<file path="src/rtl/vdp_host_port.sv">
`timescale 1ns/1ps
// ---------------------------------------------------------------------------
// vdp_host_port
// Host-bus front end for the VDP core. Synchronises and de-glitches the
// asynchronous CPU read/write strobes, runs a REQ/ACK handshake towards the
// VDP with an acknowledge timeout, holds read data for the host pins, and
// counts protocol errors (both strobes low) and timed-out accesses.
//
// Ports
//   clk, reset          VDP clock, asynchronous active-high reset
//   csr_n, csw_n        async host read/write strobes (active low)
//   mode                host port select, sampled at access start
//   host_din            host data pins (write data)
//   host_dout, host_oe  read data to pins and its drive enable
//   vdp_req/wrt/adr/dbo request, direction, port select, write data to core
//   vdp_dbi, vdp_ack    read data and single-cycle acknowledge from core
//   busy                FSM not idle
//   err_cnt, tmo_cnt    saturating error / timeout counters
// ---------------------------------------------------------------------------
module vdp_host_port #(
    parameter int SYNC_STAGES = 2,
    parameter int FILTER_LEN  = 2,
    parameter int ADDR_W      = 2,
    parameter int DATA_W      = 8,
    parameter int BIT_REVERSE = 1,
    parameter int ACK_TIMEOUT = 15,
    parameter int CNT_W       = 8
) (
    input  logic              clk,
    input  logic              reset,
    input  logic              csr_n,
    input  logic              csw_n,
    input  logic [ADDR_W-1:0] mode,
    input  logic [DATA_W-1:0] host_din,
    output logic [DATA_W-1:0] host_dout,
    output logic              host_oe,
    output logic              vdp_req,
    output logic              vdp_wrt,
    output logic [ADDR_W-1:0] vdp_adr,
    output logic [DATA_W-1:0] vdp_dbo,
    input  logic [DATA_W-1:0] vdp_dbi,
    input  logic              vdp_ack,
    output logic              busy,
    output logic [CNT_W-1:0]  err_cnt,
    output logic [CNT_W-1:0]  tmo_cnt
);

    // Run counter only needs to reach FILTER_LEN-1.
    localparam int RUN_W = (FILTER_LEN < 2) ? 1 : $clog2(FILTER_LEN);
    localparam int TMR_W = $clog2(ACK_TIMEOUT + 1);

    typedef enum logic [1:0] {
        S_IDLE    = 2'd0,
        S_REQ     = 2'd1,
        S_RELEASE = 2'd2
    } state_t;

    function automatic logic [DATA_W-1:0] bit_rev(input logic [DATA_W-1:0] v);
        logic [DATA_W-1:0] r;
        for (int k = 0; k < DATA_W; k++) begin
            r[k] = v[DATA_W-1-k];
        end
        return r;
    endfunction

    function automatic logic [CNT_W-1:0] sat_inc(input logic [CNT_W-1:0] v);
        logic [CNT_W-1:0] r;
        if (v != {CNT_W{1'b1}}) begin
            r = v + {{(CNT_W-1){1'b0}}, 1'b1};
        end else begin
            r = v;
        end
        return r;
    endfunction

    // Index 0 = read strobe, index 1 = write strobe.
    logic [1:0]                  strb_pin_s;
    logic [1:0][SYNC_STAGES-1:0] sync_q, sync_d;
    logic [1:0][RUN_W-1:0]       run_q, run_d;
    logic [1:0]                  filt_q, filt_d;

    state_t                      state_q, state_d;
    logic [ADDR_W-1:0]           adr_q, adr_d;
    logic [DATA_W-1:0]           dbo_q, dbo_d;
    logic                        wrt_q, wrt_d;
    logic                        req_q, req_d;
    logic                        rd_acc_q, rd_acc_d;
    logic [TMR_W-1:0]            tmr_q, tmr_d;
    logic [DATA_W-1:0]           latch_q, latch_d;
    logic [CNT_W-1:0]            err_q, err_d;
    logic [CNT_W-1:0]            tcnt_q, tcnt_d;
    logic                        oe_q, oe_d;
    logic                        busy_q, busy_d;

    assign strb_pin_s = {csw_n, csr_n};

    // Synchroniser shift and glitch filter next-state.
    // The filtered level flips once FILTER_LEN consecutive synchronised
    // samples disagree with it; counted from the first sampling edge the
    // pin-to-filtered latency is SYNC_STAGES+FILTER_LEN-1 cycles.
    always_comb begin
        sync_d = sync_q;
        run_d  = run_q;
        filt_d = filt_q;
        for (int i = 0; i < 2; i++) begin
            sync_d[i] = {sync_q[i][SYNC_STAGES-2:0], strb_pin_s[i]};
            if (sync_q[i][SYNC_STAGES-1] == filt_q[i]) begin
                run_d[i]  = {RUN_W{1'b0}};
                filt_d[i] = filt_q[i];
            end else if (run_q[i] == RUN_W'(FILTER_LEN - 1)) begin
                run_d[i]  = {RUN_W{1'b0}};
                filt_d[i] = sync_q[i][SYNC_STAGES-1];
            end else begin
                run_d[i]  = run_q[i] + {{(RUN_W-1){1'b0}}, 1'b1};
                filt_d[i] = filt_q[i];
            end
        end
    end

    // Access FSM next-state and registered-output next values.
    always_comb begin
        state_d  = state_q;
        adr_d    = adr_q;
        dbo_d    = dbo_q;
        wrt_d    = wrt_q;
        req_d    = req_q;
        rd_acc_d = rd_acc_q;
        tmr_d    = tmr_q;
        latch_d  = latch_q;
        err_d    = err_q;
        tcnt_d   = tcnt_q;
        case (state_q)
            S_IDLE: begin
                if (!filt_q[0] && !filt_q[1]) begin
                    err_d    = sat_inc(err_q);
                    rd_acc_d = 1'b0;
                    state_d  = S_RELEASE;
                end else if (!filt_q[0] || !filt_q[1]) begin
                    adr_d    = mode;
                    dbo_d    = (BIT_REVERSE != 0) ? bit_rev(host_din) : host_din;
                    wrt_d    = !filt_q[1];
                    rd_acc_d = !filt_q[0];
                    req_d    = 1'b1;
                    tmr_d    = TMR_W'(ACK_TIMEOUT);
                    state_d  = S_REQ;
                end else begin
                    state_d  = S_IDLE;
                end
            end
            S_REQ: begin
                // Ack is checked first so it wins over the last timeout cycle.
                if (vdp_ack) begin
                    req_d   = 1'b0;
                    wrt_d   = 1'b0;
                    state_d = S_RELEASE;
                    if (rd_acc_q) begin
                        latch_d = vdp_dbi;
                    end else begin
                        latch_d = latch_q;
                    end
                end else if (tmr_q == {{(TMR_W-1){1'b0}}, 1'b1}) begin
                    req_d   = 1'b0;
                    wrt_d   = 1'b0;
                    tcnt_d  = sat_inc(tcnt_q);
                    state_d = S_RELEASE;
                end else begin
                    tmr_d   = tmr_q - {{(TMR_W-1){1'b0}}, 1'b1};
                end
            end
            S_RELEASE: begin
                // Both strobes must go high before another access can start.
                if (filt_q == 2'b11) begin
                    state_d = S_IDLE;
                end else begin
                    state_d = S_RELEASE;
                end
            end
            default: begin
                state_d = S_IDLE;
                req_d   = 1'b0;
                wrt_d   = 1'b0;
            end
        endcase
        oe_d   = (state_d == S_RELEASE) && rd_acc_d && !filt_d[0];
        busy_d = (state_d != S_IDLE);
    end

    // Synchroniser and filter registers; strobes reset to their idle level.
    always_ff @(posedge clk or posedge reset) begin
        if (reset) begin
            sync_q <= {2{ {SYNC_STAGES{1'b1}} }};
            run_q  <= {2{ {RUN_W{1'b0}} }};
            filt_q <= 2'b11;
        end else begin
            sync_q <= sync_d;
            run_q  <= run_d;
            filt_q <= filt_d;
        end
    end

    // FSM state, handshake outputs, read latch and counters.
    always_ff @(posedge clk or posedge reset) begin
        if (reset) begin
            state_q  <= S_IDLE;
            adr_q    <= {ADDR_W{1'b0}};
            dbo_q    <= {DATA_W{1'b0}};
            wrt_q    <= 1'b0;
            req_q    <= 1'b0;
            rd_acc_q <= 1'b0;
            tmr_q    <= {TMR_W{1'b0}};
            latch_q  <= {DATA_W{1'b0}};
            err_q    <= {CNT_W{1'b0}};
            tcnt_q   <= {CNT_W{1'b0}};
            oe_q     <= 1'b0;
            busy_q   <= 1'b0;
        end else begin
            state_q  <= state_d;
            adr_q    <= adr_d;
            dbo_q    <= dbo_d;
            wrt_q    <= wrt_d;
            req_q    <= req_d;
            rd_acc_q <= rd_acc_d;
            tmr_q    <= tmr_d;
            latch_q  <= latch_d;
            err_q    <= err_d;
            tcnt_q   <= tcnt_d;
            oe_q     <= oe_d;
            busy_q   <= busy_d;
        end
    end

    // Bit reversal of the held read data is pure wiring.
    assign host_dout = (BIT_REVERSE != 0) ? bit_rev(latch_q) : latch_q;
    assign host_oe   = oe_q;
    assign vdp_req   = req_q;
    assign vdp_wrt   = wrt_q;
    assign vdp_adr   = adr_q;
    assign vdp_dbo   = dbo_q;
    assign busy      = busy_q;
    assign err_cnt   = err_q;
    assign tmo_cnt   = tcnt_q;

endmodule
</file>
<file path="config.mk">
export PLATFORM = sky130hd
export DESIGN_NAME = vdp_host_port
export DESIGN_NICKNAME = d
export VERILOG_FILES = /design/src/rtl/vdp_host_port.sv
export SDC_FILE = /design/constraint.sdc
export NUM_CORES = 1
export LEC_CHECK = 0
export BUFFER_PORTS_ARGS = -buffer_cell sky130_fd_sc_hd__buf_4
export CORE_AREA = 2 2 68 70
export DETAILED_ROUTE_END_ITERATION = 10
export DIE_AREA = 0 0 70 72
export PLACE_DENSITY = 0.8
export REMOVE_ABC_BUFFERS = 1
export SLEW_MARGIN = 20
export SYNTH_ARGS = -nofsm -noshare
export SYNTH_HDL_FRONTEND = slang
export SYNTH_SLANG_ARGS = --single-unit
</file>
<file path="constraint.sdc">
create_clock -name clk -period 2.7 [get_ports clk]
set_input_delay 0.81 -clock clk [delete_from_list [all_inputs] [get_ports clk]]
set_output_delay 0.81 -clock clk [all_outputs]
set_load 0.005 [all_outputs]
</file>
Word level (Yosys, flattened, before mapping)
Cells that the tools add are included.

Equal/unequal tests: 14. Bitwise logic cells: 4. Multiplexer cells: 28. $add $sub $neg: 5. Reductions and logical operators: 17.

Operator list (count): $add 8x1->8 const B (2); $mux 1 (16); $mux 4 (4); $ne 8x8->1 const B (2); $reduce_and 3->1 (3); $mux 2 (4); $ne 2x2->1 const B (4); $pmux 4 s2 (1); $reduce_and 4->1 (2); $eq 2x2->1 const B (3); $pmux 1 s3 (2); $pmux 2 s3 (1); $reduce_and 5->1 (1); $eq 4x1->1 const B (1); $not 1->1 (4); $reduce_bool 2->1 (2); $sub 4x1->4 const B (1); $logic_and 1x1->1 (3); $logic_not 1->1 (3); $ne 3x3->1 const B (1); $add 1x1->1 const B (2); $eq 1x1->1 (2); $eq 2x1->1 const B (1); $logic_not 2->1 (1); other kinds (2) (2).

Word-level logic and storage cells: 86. Register bits: 53.

Longest topological paths before layout
Depth in word-level cells: 8. Mapped depth: 7. Gate-level depth less buffers: 6.

Worst setup path after synthesis
No wires, ideal clock.

Path type: in2reg. Start point: input port vdp_ack. End point: register tcnt_q[7] (netlist: tmo_cnt[7]). Buffers on the path: 0. Data arrival time: 1646 ps. Setup slack: 930 ps. Cell stages on the path: 4. Path through: nor3b_2 nand2_1 nor2_1 mux2_2.

Cells in the longest elaborated chain, start to end: 2.

Ends and longest elaborated chain: from (decl) (line 42) `input logic vdp_ack,`; $not 1->1 (no source line); $reduce_and 4->1 (no source line); to (signal assigned) (line 213) `tcnt_q <= {CNT_W{1'b0}};`; to (signal assigned) (line 226) `tcnt_q <= tcnt_d;`; to (decl) (line 91) `logic [CNT_W-1:0] tcnt_q, tcnt_d;`.

Every way passes these cells. A chain may end at the register's enable or synchronous reset.

Final worst setup path
Start point: register tmr_q[1]. End point: register tcnt_q[1] (netlist: tmo_cnt[1]).

Cells in the longest elaborated chain, start to end: 2.

Ends and longest elaborated chain: from (decl) (line 88) `logic [TMR_W-1:0] tmr_q, tmr_d;`; from (signal assigned) (line 210) `tmr_q <= {TMR_W{1'b0}};`; from (signal assigned) (line 223) `tmr_q <= tmr_d;`; $eq 4x1->1 (line 161) `end else if (tmr_q == {{(TMR_W-1){1'b0}}, 1'b1}) begin`; $reduce_and 4->1 (no source line).

Every way passes these cells.

==> impl_metrics.json <==
{
  "status": "complete, no violations",
  "grt_overflow": 0,
  "ant_nets": 0,
  "clockBufferDepth": 2,
  "nets": 303,
  "worstHoldPathType": "reg -> reg",
  "cts_resized": 0,
  "die_w_microns": 70,
  "antenna_found_initial": 0,
  "total_power_uw": 2710,
  "cts_root_buffer": "clkbuf_8",
  "post_cts_buffers": 0,
  "start_kind": "register",
  "async_reset_ff_frac": 1.00,
  "die_area_sq_mm": 0.00504,
  "fin_tns_setup_ps": 0,
  "cp-end-kind": "register",
  "r2r_cells": 6,
  "hpwl_mm": 3.27,
  "period_needed_ps": 1900,
  "synth_cells": 209,
  "avgSynthCellArea_sq_um": 11.0,
  "r2r_setup_slack_ps": 800,
  "critPathRequiredTime_ps": 2890,
  "synth-main-ff-cell": "dfrtp_1",
  "wl_per_cell_microns": 13.3,
  "hold_violations": 0,
  "leakagePower_uw": 0.00144,
  "synth_edf_count": 0,
  "grt_pass1_wl_mm": 7.44,
  "antennaDiodeCount": 0,
  "utilization": 0.693,
  "drive_gt1_frac": 0.338,
  "clk_pin_slew_ps": 90,
  "yosysWarnings": 0,
  "power.density_mw_per_mm2": 916,
  "finalMaxSlewViolations": 0,
  "cts_hold_buf": 0,
  "numCtsBuffers": 5,
  "cp_slowest_cell": "or3b_4",
  "worst_slew_pin_slew_ps": 501,
  "cts_tree": "built",
  "area_growth_pct": 28.1,
  "cts_max_level": 2,
  "grt_use_total": 0.186,
  "maxSlewHeadroom": 0.665,
  "initial_core_util": 0.541,
  "grt_pass1_vias": 1717,
  "min_path_cells": 0,
  "yosysUniqueCellTypes": 35,
  "grt_setup_unrepaired": "no",
  "routed_via_density": 5.33,
  "path_class": "reg -> reg",
  "path_cells": "inv_1, ha_1, or3b_4, nor3_4, o21ai_2, mux2_4",
  "hold_ws_ps": 361,
  "cp_max_fo": 5,
  "dr.pass1.iters": 4,
  "pin_count": 61,
  "cp_slowest_stage_delay_ps": 420,
  "seq_area_frac_synth": 0.578,
  "setup_viol": 0,
  "die_h_microns": 72,
  "ir_drop_mv": 0.483,
  "port_buffers": 60,
  "drc": 0,
  "drt_iter0_markers": 61,
  "clock-skew-final_ps": 1.89,
  "critical_path_arrival_ps": 2090,
  "final.period_utilization": 0.703,
  "maxClockFrequency_ghz": 0.527,
  "grt_max_degree": 31,
  "vias": 1744,
  "fillCellCount": 336,
  "clock_latency_ps": 300,
  "synth_area_sq_mm": 0.00231,
  "clock_sinks": 53,
  "cap_violations": 0,
  "wirelength_mm": 4.36,
  "ys_ff_latch": 53,
  "coreArea_sq_mm": 0.00426,
  "gp_congestion": 0.776,
  "rows": 24
}
[layout make-up]
class                      count  area (sq um)  share of cell area
sequential                    53          1330               0.451
multi-input combinational    146           941               0.318
timing repair buffer          62           478               0.162
clock buffer                   7          86.3              0.0292
tap                           52          65.1              0.0220
clock inverter                 1          30.0              0.0102
inverter                       6          22.5             0.00762
[per-stage QoR]
stage	instance area [sq um]	worst slack, ps	cells
final	2960	802	327
after global routing	2960	711	327
after CTS	2960	801	327
after detailed placement	2840	655	319
after global placement	2840	724	319
after floorplan	2290	614	205
[registers in the layout (all words and copies together) (netlist names), 4 cells and up]
register and count:
latch_q 8, vdp_dbo 8, tmo_cnt 8, tmr_q 4
err_cnt 8
[cells in the final DEF, fill, tap and decap left out, drive strengths merged]
| cell | count |
|---|---|
| o211ai | 1 |
| inv | 6 |
| nor4 | 2 |
| o31ai | 2 |
| a211oi | 1 |
| o311a | 1 |
| nand4b | 2 |
| clkbuf | 7 |
| nand3 | 8 |
| dfrtp | 47 |
| mux2 | 12 |
| or3b | 1 |
| a31oi | 4 |
| bufinv | 1 |
| nor3 | 5 |
| nand2 | 45 |
| o311ai | 1 |
| xor2 | 3 |
| a32o | 1 |
| nand2b | 2 |
| nand4 | 5 |
| and3 | 3 |
| o21ai | 8 |
| a21boi | 1 |
| a21oi | 3 |
| nor3b | 3 |
| buf | 62 |
| ha | 6 |
| dfstp | 6 |
| xnor2 | 10 |
| nor2 | 12 |
| and4 | 4 |
[per-layer routing]
layer,GRT usage,vias up,routed length [microns],part of all wire
li1,-,852,-,-
met1,0.243,829,1960,0.45
met2,0.312,55,2070,0.47
met3,0.0361,8,263,0.060
met4,0.0726,0,69,0.016
met5,0,-,0,0
[kinds of logic after synthesis]
logic type / synth area share
compound gates: 0.0651
xor+xnor: 0.0493
fa+ha+maj: 0.0325
buf+inv: 0.0168
flops: 0.578
mux: 0.0602
simple gates: 0.198
[power breakdown]
group / internal [uW] / switching [uW] / total, uW
Sequential: 1050 / 193 / 1240
Combinational: 494 / 431 / 925
Clock: 302 / 239 / 542
Total: 1840 / 863 / 2710
[worst paths after layout]
kind	to	from
min in group asynchronous	latch_q[7]	reset
setup reg to reg	tmo_cnt[1]	tmr_q[1]
hold reg to reg	sync_q[3]	sync_d[3]
setup / recovery	tmo_cnt[1]	tmr_q[1]
hold / removal	sync_q[3]	sync_d[3]
max in group asynchronous	err_cnt[4]	reset
[worst max-delay path, delay by kind of cell, from the launching register on]
kind | cells | cell delay [ps]
multiplexers | 1 | 310
AND/OR/NAND/NOR | 2 | 700
adder cells (fa/ha/maj) | 1 | 160
buffers and inverters | 1 | 100
AO/OA/AOI/OAI | 1 | 130
flip-flops | 1 | 400
[synthesized netlist by cell type (5+ instances only)]
master   number  area, sq um
dfrtp_1      47         1180
dfstp_2       6          158
ha_1          6         75.1
inv_1         6         22.5
mux2_2       11          124
nand2_1      45          169
nand3_1       8         40.0
nand4_1       5         31.3
nor2_1       12         45.0
o21ai_0       7         35.0
xnor2_1      10         87.6
No activity file was read; power rests on OpenSTA's default activity.
